--- src/rtl/seq_detector_if.sv ---
// Serial bit-stream interface for the pattern detector.
//
// There is no flow control on this interface: the source presents a known
// level on a_i at every rising edge and the detector consumes exactly one bit
// per edge (implicitly always valid and always ready). flag_o is a registered,
// single-cycle event back to the consumer.
interface seq_detector_if;
  logic a_i;
  logic flag_o;

  // Source side: drives serial bits, observes the match flag.
  modport master (output a_i, input flag_o);

  // Detector side: samples serial bits, produces the match flag.
  modport slave (input a_i, output flag_o);
endinterface

--- src/rtl/seq_detector.sv ---
// Serial bit-pattern detector.
// Shifts a_i into a PAT_LEN-bit history every rising edge and raises flag_o
// for one cycle whenever the newest PAT_LEN bits equal PATTERN (MSB = oldest
// bit). Overlapping occurrences are reported because history is never cleared
// on a match. A saturating fill counter blocks matches against the all-zero
// history left by reset until PAT_LEN real bits have been sampled.
module seq_detector #(
  parameter int                 PAT_LEN = 4,
  parameter logic [PAT_LEN-1:0] PATTERN = 4'b1001
) (
  input  logic                           clk_i,
  input  logic                           rst_n,
  seq_detector_if.slave                  bus,
  output logic [$clog2(PAT_LEN+1)-1:0]   dbg_fill,
  output logic                           dbg_run
);

  localparam int             FW   = $clog2(PAT_LEN + 1);
  localparam logic [FW-1:0]  FULL = FW'(PAT_LEN);

  // Coarse phase of the detector: FILL while fill < PAT_LEN, RUN afterwards.
  // The fine-grained FILL_k position is the fill counter itself.
  typedef enum logic {
    ST_FILL = 1'b0,
    ST_RUN  = 1'b1
  } state_t;

  state_t               state;
  logic [PAT_LEN-1:0]   hist;
  logic [FW-1:0]        fill;
  logic                 flag_q;

  logic [PAT_LEN-1:0]   next_hist;
  logic [FW-1:0]        next_fill;

  // Values loaded on the coming edge; the match is judged on these so the
  // flag rises on the same edge that samples the last pattern bit.
  always_comb begin
    next_hist = {hist[PAT_LEN-2:0], bus.a_i};
    next_fill = (fill == FULL) ? FULL : fill + FW'(1);
  end

  // History, fill/phase state and registered match flag.
  always_ff @(posedge clk_i or negedge rst_n) begin
    if (!rst_n) begin
      hist   <= '0;
      fill   <= '0;
      state  <= ST_FILL;
      flag_q <= 1'b0;
    end else begin
      hist   <= next_hist;
      fill   <= next_fill;
      state  <= (next_fill == FULL) ? ST_RUN : ST_FILL;
      flag_q <= (next_hist == PATTERN) && (next_fill == FULL);
    end
  end

  assign bus.flag_o = flag_q;
  assign dbg_fill   = fill;
  assign dbg_run    = (state == ST_RUN);

endmodule

--- src/flat_wrapper.sv ---
// flat-port wrapper written by rule: the top's interface ports become plain ports
module seq_detector_flat 
#(
  parameter int                 PAT_LEN = 4,
  parameter logic [PAT_LEN-1:0] PATTERN = 4'b1001
)
  (clk_i, rst_n, dbg_fill, dbg_run, bus_a_i, bus_flag_o);
  seq_detector_if bus_i ();
  input  logic clk_i;
  input  logic rst_n;
  output logic [$clog2(PAT_LEN+1)-1:0] dbg_fill;
  output logic dbg_run;
  input wire logic [$bits(bus_i.a_i)-1:0] bus_a_i;
  output wire logic [$bits(bus_i.flag_o)-1:0] bus_flag_o;
  assign bus_i.a_i = bus_a_i;
  assign bus_flag_o = bus_i.flag_o;
  seq_detector #(.PAT_LEN(PAT_LEN), .PATTERN(PATTERN)) u_core (.clk_i(clk_i), .rst_n(rst_n), .bus(bus_i), .dbg_fill(dbg_fill), .dbg_run(dbg_run));
endmodule
--- config.mk ---
export PLATFORM = sky130hd
export DESIGN_NAME = seq_detector_flat
export DESIGN_NICKNAME = d
export VERILOG_FILES = /design/src/rtl/seq_detector_if.sv /design/src/rtl/seq_detector.sv /design/src/flat_wrapper.sv
export SDC_FILE = /design/constraint.sdc
export NUM_CORES = 1
export LEC_CHECK = 0
export CELL_PAD_IN_SITES_DETAIL_PLACEMENT = 1
export CELL_PAD_IN_SITES_GLOBAL_PLACEMENT = 1
export CORE_AREA = 2 2 39 41
export DETAILED_ROUTE_END_ITERATION = 10
export DIE_AREA = 0 0 41 43
export PLACE_DENSITY = 0.52
export SETUP_SLACK_MARGIN = 0.2
export SLEW_MARGIN = 20
export SYNTH_ARGS = -nofsm -noshare
export SYNTH_HDL_FRONTEND = slang
export SYNTH_SLANG_ARGS = --single-unit
--- constraint.sdc ---
create_clock -name clk_i -period 1.2 [get_ports clk_i]
set_input_delay 0.24 -clock clk_i [delete_from_list [all_inputs] [get_ports clk_i]]
set_output_delay 0.24 -clock clk_i [all_outputs]
set_load 0.02 [all_outputs]
==> impl_metrics.env <==
export IMPL_status="finished, final reports clean"
export IMPL_fin_skew_ns=0.00257
export IMPL_final_core_utilization_pct=36.7
export IMPL_die_x_um=41
export IMPL_hold_slack_ns=0.268
export IMPL_drt_pass1_iter_count=2
export IMPL_io_pins=8
export IMPL_route_vias_total=222
export IMPL_wl_per_cell_um=10.8
export IMPL_crit_path_start_kind="flop"
export IMPL_cts_sinks=8
export IMPL_synth_cell_types=11
export IMPL_synthCells=23
export IMPL_arrival_ns=1.30
export IMPL_r2r_end="u_core.bus.flag_o"
export IMPL_fin_crit_sh_pct=94.9
export IMPL_synth_largest_area_cell="dfrtp_1"
export IMPL_dieArea_um2=1760
export IMPL_relSlewSlack_pct=76.4
export IMPL_vias_per_cell=4.11
export IMPL_start_util_pct=21.7
export IMPL_grt_overflow=0
export IMPL_antenna_found_initial=0
export IMPL_cp_end_kind="flop"
export IMPL_hpwl_um=454
export IMPL_num_antenna_cells=0
export IMPL_ir_drop_uv=572
export IMPL_dieHeight_um=43
export IMPL_gr_usage_all_layers_pct=8.44
export IMPL_p_per_area_nw_per_um2=963
export IMPL_most_common_layout_cells="buf_6 (6), dfrtp_1 (6), nor2_1 (3), clkbuf_4 (3), buf_4 (3)"
export IMPL_cp_max_fo=3
export IMPL_first_global_vias=213
export IMPL_synth_seq_cells=8
export IMPL_cts_root_buf="clkbuf_4"
export IMPL_crit_type="reg2reg"
export IMPL_reg2reg_depth=5
export IMPL_worst_pin_slew_ns=0.353
export IMPL_seq_power_share_pct=56.9
export IMPL_ys_seq_area_share_pct=66.7
export IMPL_postRouteAntennaNets=0
export IMPL_cts_max_path_buffers=2
export IMPL_fin_crit_ns=1.14
export IMPL_required_ns=1.36
export IMPL_yosysWarnings=0
export IMPL_h_tree_depth=1
export IMPL_post_place_ws_ns=0.0163
export IMPL_clkTransAtPathRegs_ns=0.05
export IMPL_rsz0062_at_grt="yes"
export IMPL_swShare_pct=18.4
export IMPL_nets=45
export IMPL_hold_class="in2async"
export IMPL_p_sw_uw=90.2
export IMPL_finalHoldViolCount=0
export IMPL_tritoncts="yes"
export IMPL_synth_area_um2=300
export IMPL_power_frac_comb_pct=3.4
export IMPL_num_rows=14
export IMPL_maxCapViolations=0
export IMPL_area_delta_synth_final_pct=69.2
export IMPL_gp_congestion=0.631
export IMPL_routed_wl_um=585
export IMPL_port_buffers=7
export IMPL_fin_area_um2=508
export IMPL_clock_latency_ns=0.24
export IMPL_synth_top_cell_area_share_pct=66.7
export IMPL_slew_viol_final=0
export IMPL_leakagePower_nw=0.210
export IMPL_cp_startpoint="u_core.dbg_fill[1]"
export IMPL_synthTopCellsByArea="dfrtp_1 (67%), ha_1 (8.3%), a211oi_2 (4.2%), nand4bb_1 (3.8%), nor2_1 (3.8%)"
export IMPL_syn_nets=28
export IMPL_p_int_uw=399
export IMPL_cts_made_buffers=3
export IMPL_final_layout_size_suffix_gt1_share_pct=55.3
export IMPL_r2r_start="u_core.dbg_fill[1]"
export IMPL_clock_power_share_pct=39.6
export IMPL_drc=0
export IMPL_setup_slack_ns=0.0611
export IMPL_core_area_um2=1380
export IMPL_dpl_instance_area_um2=442
export IMPL_finalSetupViolations=0
export IMPL_setup_tns_ns=0
export IMPL_fmax_mhz=878
export IMPL_syn_avg_cell_area_um2=13.1
export IMPL_drt_iter0_drc=1
export IMPL_reg2reg_setup_slack_ns=0.06
export IMPL_grt_max_degree=9
export IMPL_grt_pass1_wl_um=910
## routing by layer
layer	track usage, %	wire length, µm	up-vias
met5	0	0	-
met4	6.00	0	0
met3	4.71	36	0
met2	10.6	290	5
met1	10.4	258	111
li1	-	-	106
## cells in the mapped netlist
| cell type | count |
|---|---|
| nor2b_1 | 1 |
| nand4bb_1 | 1 |
| a21oi_1 | 2 |
| ha_1 | 2 |
| a211oi_2 | 1 |
| dfrtp_1 | 8 |
| nand2_1 | 1 |
| inv_1 | 2 |
| nor2_1 | 3 |
| o21ai_1 | 1 |
| nand3b_1 | 1 |
## cell families (layout without fill, tap and decap cells)
| kind of cell | Yosys count | after routing | share of synthesized area, % |
|---|---|---|---|
| AO/OA/AOI/OAI | 4 | 4 | 9.16 |
| adder cells (fa/ha/maj) | 2 | 2 | 8.33 |
| buffers and inverters | 2 | 17 | 2.50 |
| flip-flops | 8 | 8 | 66.7 |
| AND/OR/NAND/NOR | 7 | 7 | 13.3 |
## power by group through the flow
stage | Clock, mW | Sequential, mW | Combinational [mW]
3_5_place_dp | 0 | 0.283 | 0.0173
2_1_floorplan | 0 | 0.283 | 0.00244
5_1_grt | 0.222 | 0.279 | 0.0186
3_3_place_gp | 0 | 0.283 | 0.0172
6_report | 0.194 | 0.279 | 0.0169
4_1_cts | 0.206 | 0.279 | 0.0174
## cell type report
| type | instances | area, µm² |
|---|---|---|
| Fill cell | 154 | 876 |
| Sequential cell | 8 | 203 |
| Multi-Input combinational cell | 13 | 140 |
| Timing Repair Buffer | 12 | 115 |
| Clock buffer | 3 | 22.5 |
| Tap cell | 16 | 20.0 |
| Inverter | 2 | 7.51 |
## worst max path at each step
stage                                    to  slack [ns]
after floorplan           u_core.bus.flag_o        0.10
after global placement          dbg_fill[0]        0.02
after detailed placement        dbg_fill[0]        0.02
after CTS                       dbg_fill[0]        0.05
after global routing      u_core.bus.flag_o       0.008
final                     u_core.bus.flag_o        0.06
## sequential cells by signal, indices dropped and copies added (netlist names)
signal,cells
u_core.dbg_fill,3
u_core.hist,3
u_core.bus.flag_o,1
u_core.dbg_run,1
## per-stage QoR
stage	total power, mW	cells
after global routing	0.519	54
after CTS	0.502	54
after floorplan	0.286	23
after global placement	0.300	50
after detailed placement	0.300	50
final	0.489	54
## worst max-delay path: stages, from the launching register on
cell	delay [ns]
dfrtp_2	0.41
buf_6	0.12
ha_4	0.17
nor2b_4	0.12
o21ai_4	0.07
a211oi_2	0.16
## repair_timing
item | 4_1_cts | 5_1_grt
setup endpoints to repair | 9 | 8
buffers inserted | 1 | 0
gates resized for setup | 27 | 8
pin swaps | 2 | 1
hold buffers | 0 | 0
(Power assumes the default switching activity.)
